==> config.mk <==
export PLATFORM = sky130hd
export DESIGN_NAME = dac_update_scheduler_flat
export DESIGN_NICKNAME = d
export VERILOG_FILES = /design/src/rtl/dac_update_scheduler_if.sv /design/src/rtl/dac_update_scheduler.sv /design/src/flat_wrapper.sv
export SDC_FILE = /design/constraint.sdc
export NUM_CORES = 1
export LEC_CHECK = 0
export ABC_AREA = 0
export BUFFER_PORTS_ARGS = -buffer_cell sky130_fd_sc_hd__clkbuf_2
export CORE_MARGIN = 1
export CORE_UTILIZATION = 52
export CTS_CLUSTER_SIZE = 10
export DETAILED_ROUTE_END_ITERATION = 7
export PLACE_DENSITY = 0.86
export SLEW_MARGIN = 20
export SYNTH_ARGS = -nofsm -noshare
export SYNTH_HDL_FRONTEND = slang
export SYNTH_SLANG_ARGS = --single-unit
export TNS_END_PERCENT = 5
==> constraint.sdc <==
create_clock -name clk -period 2.1 [get_ports clk]
set_input_delay 0.42 -clock clk [delete_from_list [all_inputs] [get_ports clk]]
set_output_delay 0.42 -clock clk [all_outputs]
set_load 0.1 [all_outputs]
==> src/rtl/dac_update_scheduler_if.sv <==
// Signal bundle between the sample source / SPI master and dac_update_scheduler.
// slave = scheduler view, master = surrounding environment view.
interface dac_update_scheduler_if #(
    parameter int IN_BITS  = 12,
    parameter int OUT_BITS = 8,
    parameter int DIV_BITS = 8
);
    // Handshake: a sample transfers on every clock where in_valid && in_ready; in_ready is
    // tied high so the newest sample always wins. spi_start is held until spi_cs is seen low.
    logic [IN_BITS-1:0]  in_data;
    logic                in_valid;
    logic                in_ready;
    logic [DIV_BITS-1:0] rate_div;
    logic                spi_cs;
    logic                spi_start;
    logic [OUT_BITS-1:0] spi_data;
    logic                busy;
    logic                done;
    logic [7:0]          drop_cnt;
    logic [1:0]          dbg_state;

    modport slave (
        input  in_data, in_valid, rate_div, spi_cs,
        output in_ready, spi_start, spi_data, busy, done, drop_cnt, dbg_state
    );

    modport master (
        output in_data, in_valid, rate_div, spi_cs,
        input  in_ready, spi_start, spi_data, busy, done, drop_cnt, dbg_state
    );
endinterface

==> src/rtl/dac_update_scheduler.sv <==
// Saturating offset-binary DAC scheduler feeding an output-only SPI master at a divided rate.
// Optional DAC_SKIP_UNCHANGED_EN suppresses transfers whose code equals the last one sent.
module dac_update_scheduler #(
    parameter int IN_BITS  = 12,
    parameter int OUT_BITS = 8,
    parameter int DIV_BITS = 8
) (
    input logic clk,
    input logic reset_n,
    dac_update_scheduler_if.slave bus
);
    typedef enum logic [1:0] {
        IDLE   = 2'd0,
        START  = 2'd1,
        ACTIVE = 2'd2
    } state_e;

    localparam int CODE_MAX_I = (1 << (OUT_BITS - 1)) - 1;
    localparam logic signed [IN_BITS-1:0] CODE_MAX = IN_BITS'(CODE_MAX_I);
    localparam logic signed [IN_BITS-1:0] CODE_MIN = ~CODE_MAX;
    localparam logic [OUT_BITS-1:0] MIDSCALE = {1'b1, {(OUT_BITS - 1){1'b0}}};

    state_e              state_q, state_d;
    logic                spi_start_q, spi_start_d;
    logic                done_q, done_d;
    logic [OUT_BITS-1:0] spi_data_q, spi_data_d;
    logic [OUT_BITS-1:0] pending_q, pending_d;
    logic                pending_valid_q, pending_valid_d;
    logic [7:0]          drop_cnt_q, drop_cnt_d;
    logic [DIV_BITS-1:0] rate_cnt_q, rate_cnt_d;

    logic signed [IN_BITS-1:0] in_s, clamp_s;
    logic [OUT_BITS-1:0]       in_code;
    logic                      tick, decide, skip, launch;

    always_comb begin
        in_s = $signed(bus.in_data);
        if (in_s > CODE_MAX)      clamp_s = CODE_MAX;
        else if (in_s < CODE_MIN) clamp_s = CODE_MIN;
        else                      clamp_s = in_s;
        in_code = {~clamp_s[OUT_BITS-1], clamp_s[OUT_BITS-2:0]};
    end

    // decide consumes pending whether or not the code is actually launched.
    assign tick   = (rate_cnt_q == '0);
    assign decide = (state_q == IDLE) && tick && pending_valid_q && bus.spi_cs;
    assign launch = decide && !skip;

`ifdef DAC_SKIP_UNCHANGED_EN
    logic [OUT_BITS-1:0] last_sent_q, last_sent_d;

    assign skip        = (pending_q == last_sent_q);
    assign last_sent_d = launch ? pending_q : last_sent_q;

    always_ff @(posedge clk or negedge reset_n) begin
        if (!reset_n) last_sent_q <= MIDSCALE;
        else          last_sent_q <= last_sent_d;
    end
`else
    assign skip = 1'b0;
`endif

    always_ff @(posedge clk or negedge reset_n) begin
        if (!reset_n) begin
            state_q         <= IDLE;
            spi_start_q     <= 1'b0;
            done_q          <= 1'b0;
            spi_data_q      <= MIDSCALE;
            pending_q       <= MIDSCALE;
            pending_valid_q <= 1'b0;
            drop_cnt_q      <= 8'd0;
            rate_cnt_q      <= '0;
        end else begin
            state_q         <= state_d;
            spi_start_q     <= spi_start_d;
            done_q          <= done_d;
            spi_data_q      <= spi_data_d;
            pending_q       <= pending_d;
            pending_valid_q <= pending_valid_d;
            drop_cnt_q      <= drop_cnt_d;
            rate_cnt_q      <= rate_cnt_d;
        end
    end

    always_comb begin
        state_d = state_q;
        case (state_q)
            IDLE:    if (launch)      state_d = START;
            START:   if (!bus.spi_cs) state_d = ACTIVE;
            ACTIVE:  if (bus.spi_cs)  state_d = IDLE;
            default:                  state_d = IDLE;
        endcase
    end

    always_comb begin
        spi_start_d = 1'b0;
        done_d      = 1'b0;
        spi_data_d  = spi_data_q;
        case (state_q)
            IDLE: begin
                if (launch) begin
                    spi_start_d = 1'b1;
                    spi_data_d  = pending_q;
                end
            end
            START:   spi_start_d = bus.spi_cs;
            ACTIVE:  done_d      = bus.spi_cs;
            default: ;
        endcase
    end

    // The timer free-runs in every state, so a tick missed while busy is simply lost.
    always_comb begin
        rate_cnt_d      = tick ? bus.rate_div : rate_cnt_q - DIV_BITS'(1);
        pending_d       = pending_q;
        pending_valid_d = pending_valid_q;
        drop_cnt_d      = drop_cnt_q;
        if (bus.in_valid) begin
            pending_d       = in_code;
            pending_valid_d = 1'b1;
            if (pending_valid_q && !decide && (drop_cnt_q != 8'hFF))
                drop_cnt_d = drop_cnt_q + 8'd1;
        end else if (decide) begin
            pending_valid_d = 1'b0;
        end
    end

    assign bus.in_ready  = 1'b1;
    assign bus.spi_start = spi_start_q;
    assign bus.spi_data  = spi_data_q;
    assign bus.busy      = (state_q != IDLE);
    assign bus.done      = done_q;
    assign bus.drop_cnt  = drop_cnt_q;
    assign bus.dbg_state = state_q;
endmodule

==> src/flat_wrapper.sv <==
// flat-port wrapper written by rule: the top's interface ports become plain ports
module dac_update_scheduler_flat 
#(
    parameter int IN_BITS  = 12,
    parameter int OUT_BITS = 8,
    parameter int DIV_BITS = 8
)
  (clk, reset_n, bus_in_data, bus_in_valid, bus_rate_div, bus_spi_cs, bus_in_ready, bus_spi_start, bus_spi_data, bus_busy, bus_done, bus_drop_cnt, bus_dbg_state);
  dac_update_scheduler_if #(.IN_BITS(IN_BITS), .OUT_BITS(OUT_BITS), .DIV_BITS(DIV_BITS)) bus_i ();
  input logic clk;
  input logic reset_n;
  input wire logic [$bits(bus_i.in_data)-1:0] bus_in_data;
  input wire logic [$bits(bus_i.in_valid)-1:0] bus_in_valid;
  input wire logic [$bits(bus_i.rate_div)-1:0] bus_rate_div;
  input wire logic [$bits(bus_i.spi_cs)-1:0] bus_spi_cs;
  output wire logic [$bits(bus_i.in_ready)-1:0] bus_in_ready;
  output wire logic [$bits(bus_i.spi_start)-1:0] bus_spi_start;
  output wire logic [$bits(bus_i.spi_data)-1:0] bus_spi_data;
  output wire logic [$bits(bus_i.busy)-1:0] bus_busy;
  output wire logic [$bits(bus_i.done)-1:0] bus_done;
  output wire logic [$bits(bus_i.drop_cnt)-1:0] bus_drop_cnt;
  output wire logic [$bits(bus_i.dbg_state)-1:0] bus_dbg_state;
  assign bus_i.in_data = bus_in_data;
  assign bus_i.in_valid = bus_in_valid;
  assign bus_i.rate_div = bus_rate_div;
  assign bus_i.spi_cs = bus_spi_cs;
  assign bus_in_ready = bus_i.in_ready;
  assign bus_spi_start = bus_i.spi_start;
  assign bus_spi_data = bus_i.spi_data;
  assign bus_busy = bus_i.busy;
  assign bus_done = bus_i.done;
  assign bus_drop_cnt = bus_i.drop_cnt;
  assign bus_dbg_state = bus_i.dbg_state;
  dac_update_scheduler #(.IN_BITS(IN_BITS), .OUT_BITS(OUT_BITS), .DIV_BITS(DIV_BITS)) u_core (.clk(clk), .reset_n(reset_n), .bus(bus_i));
endmodule
==> summary.md <==
| Metric | Value |
|---|---|
| Worst Path Max Fanout | 6 |
| Min-delay worst type | input port to asynchronous set/reset pin |
| Syn Area/Cell | 10.6 sq um |
| Setup ws final | 154 ps |
| Clock H-tree levels | 2 |
| CTS root buffer | sky130_fd_sc_hd__clkbuf_4 |
| Layout Cell Area excl Fill | 2120 sq um |
| Register cell area after layout | 935 sq um |
| Largest net degree at the start of global routing | 29 |
| Top routing layer used | met4 |
| Net count reported at finish | approximately 240 |
| Gr usage total | between 20 and 25% |
| Post-DR wirelength/cell | 12.7 um |
| Worst path required time | 1680 ps |
| Chain of cells forming the critical path | or2_2 > clkbuf_2 |
| Maximum vdd ir drop | between 500 and 600 uV |
| Standard-cell rows | 20 |
| Normalized max-slew margin | 55.4% |
| DRT met1 WL | 1510 um |
| Most common library cell in the layout ignoring fill and taps | sky130_fd_sc_hd__clkbuf_2 |
| Initial standard-cell utilization of the core | between 50% and 60% |
| Detailed-route wire length | approximately 3300 um |
| Non-filler instance count after layout | around 260 |
| Initial antenna violation count | 0 |
| Crit end category | primary output |
| Max frequency | ~500 MHz |
| Routed length on met3 | 158 um |
| Clock tree from TritonCTS | built |
| Final worst hold slack | 79.0 ps |
| Shortest clock period the worst path allows after layout | 1950 ps |
| Number of buffers between clock root and the deepest sink | 2 |
| Multi-input combinational cell area | around 750 sq um |
| Dpl hpwl | 2470 um |
| Worst-Skew Late Latency | 350 ps |
| Standard cell with the maximum stage delay on the critical path | sky130_fd_sc_hd__dfrtp_1 |
| Power per cell area | 1220 nW/um^2 |
| Critical path launch point type | register |
| Leading cell types in the layout, fill and taps excluded | sky130_fd_sc_hd__clkbuf_2, sky130_fd_sc_hd__dfrtp_1, sky130_fd_sc_hd__nor2_1 |
| Number of instances in the synthesized netlist | 165 |
| Post-Place Cell Area | around 2000 sq um |
| Port buffer count | 44 |
| Average via count per standard cell | 5.12 |
| Delay of the slowest critical-path stage | 480 ps |
| Initial detailed-routing violation count | 72 |
| Y dimension of the die | 59.9 um |
| Via count of the first global-routing pass | 1,312 |
| Die Footprint | 3590 sq um |
| Number of cells after detailed placement | 253 |
| Setup repair after global routing missed its margin | false |
| Sink count of the clock tree | 37 |
| Last weighted congestion value of the routability-driven placer | ~0.8 |
| Arrival time at the worst endpoint | 1530 ps |
| Ports | 46 |
| Antenna diode instance count | 0 |
| Synth-to-layout area growth | 21.9% |
| Wire length of the first global-routing pass | 5620 um |
| Count of different cell masters after synthesis | 40 |
| Total leakage power | 1.01 nW |
| Count of instances resized after the clock tree is built | 0 |
| Area of the mapped netlist | 1740 sq um |
| Total congestion overflow | 0 |
| Actual transition at the worst max-transition pin | 669 ps |
| Final antenna-violating net count | 0 |
| X dimension of the die | ~60 um |
| Final-layout fill cell count | 267 |
| Max Clock Skew | ~17 ps |
| Count of endpoints failing setup in the final report | 0 |
| Post-CTS Setup Inserts | 0 |
| Met2 wirelength from detailed routing | between 1500 and 2000 um |
| Detailed-route DRC error count | 0 |
| Clock buffer count from CTS | 5 |
| Synth warnings | 0 |
| Number of failing hold endpoints at the final stage | 0 |
| Result of the run | completed |
| Maximum Capacitance Violations | 0 |
| Via count | 1,336 |
| Startpoint-to-endpoint class of the critical path | register to primary output |
| Max-slew violation total from the final report | 0 |
| Number of buffers inserted for hold repair after clock tree synthesis | 0 |
| Count of state elements after synthesis | 37 |
| DRT Pass-1 Iters | 4 |
| Fin crit share | 92.7% |
| Register area share after synthesis | 53.3% |
| Clock slew at the register clock pins of the worst setup and hold paths | 120 ps |
| Share of post-route cells with drive strength above 1 | between 30% and 40% |
| Register-to-Register Setup Slack | 260 ps |
| Final TNS setup | 0 ps |
| Area inside the core boundary | 3100 sq um |
| Total nets after synthesis | between 150 and 200 |
| Setup slack after placement | 263 ps |
## state kept, by name, indices dropped and copies added, names as in the netlist
| signal | flops |
|---|---|
| u_core.rate_cnt_q | 8 |
| u_core.bus.dbg_state | 2 |
| u_core.pending_valid_q | 1 |
| u_core.bus.spi_start | 1 |
| u_core.bus.drop_cnt | 8 |
| u_core.pending_q | 8 |
| u_core.bus.spi_data | 8 |
| u_core.bus.done | 1 |
## power breakdown
part           switching (mW)  total [mW]  internal (mW)
Sequential              0.196        1.07          0.879
Clock                   0.239       0.522          0.283
Combinational           0.739       0.998          0.259
Total                    1.17        2.59           1.42
## cell usage after synthesis, drive strengths merged
master | instances | area (sq um)
o22ai | 7 | 43.8
conb | 1 | 3.75
mux2 | 2 | 22.5
dfstp | 2 | 52.6
nor3b | 2 | 20.0
and4 | 2 | 17.5
o31ai | 1 | 7.51
and3 | 1 | 6.26
buf | 3 | 23.8
nor4 | 3 | 40.0
nand3 | 7 | 47.6
ha | 3 | 37.5
o21ai | 9 | 75.1
clkbuf | 2 | 7.51
a21oi | 8 | 40.0
and3b | 1 | 8.76
nor2b | 1 | 6.26
a21o | 1 | 7.51
o21a | 1 | 7.51
a31oi | 2 | 12.5
mux2i | 2 | 20.0
nand2 | 17 | 63.8
xor2 | 1 | 8.76
dfrtp | 35 | 876
nand3b | 1 | 7.51
or2 | 2 | 12.5
or4 | 1 | 7.51
xnor2 | 8 | 70.1
nand4 | 8 | 71.3
inv | 11 | 41.3
nor2 | 20 | 75.1
## per-stage QoR
stage / utilization, % / power, mW
after CTS: 68.4 / 2.61
after global routing: 68.4 / 2.73
after detailed placement: 65.6 / 2.09
final: 68.4 / 2.59
after floorplan: - / 1.88
after global placement: 65.6 / 2.06
## worst max-delay path, delay by kind of cell (launching register included)
family        cells  cell delay [ps]
flops             1              480
buf+inv           1              370
simple gates      1              330
## routing by layer
metal  global-route usage [%]  up-vias
met1                     27.9      626
li1                         -      671
met4                     8.97        0
met3                     6.71        5
met2                     34.4       34
met5                        0        -
## layout make-up
| class | count | share of cell area (%) |
|---|---|---|
| well taps | 44 | 2.59 |
| inverters | 11 | 1.94 |
| multi-input cells | 112 | 35.1 |
| clock inverters | 2 | 1.77 |
| clock buffers | 6 | 2.42 |
| flip-flops and latches | 37 | 44.0 |
| repair buffers | 49 | 12.1 |
## path summary, 6_finish.rpt
check	start	endpoint	depth (start not counted)
worst min-delay path	reset_n	u_core.rate_cnt_q[0]	1
min in group clk	bus_in_data[11]	u_core.pending_q[7]	2
worst max register to register	u_core.rate_cnt_q[2]	u_core.bus.drop_cnt[1]	4
worst min register to register	u_core.bus.spi_data[7]	u_core.bus.spi_data[7]	2
worst max-delay path	u_core.bus.dbg_state[1]	bus_busy	2
max in group asynchronous	reset_n	u_core.pending_q[1]	2
## logic make-up after synthesis
group	synth area share, %
and+or+nand+nor	22.1
AOI/OAI and AO/OA	11.1
adders and majority gates	2.16
buffers and inverters	4.17
xor gates and xnor gates	4.53
muxes	2.44
other	0.215
DFF	53.3
Power figures use the tool's default switching activity.
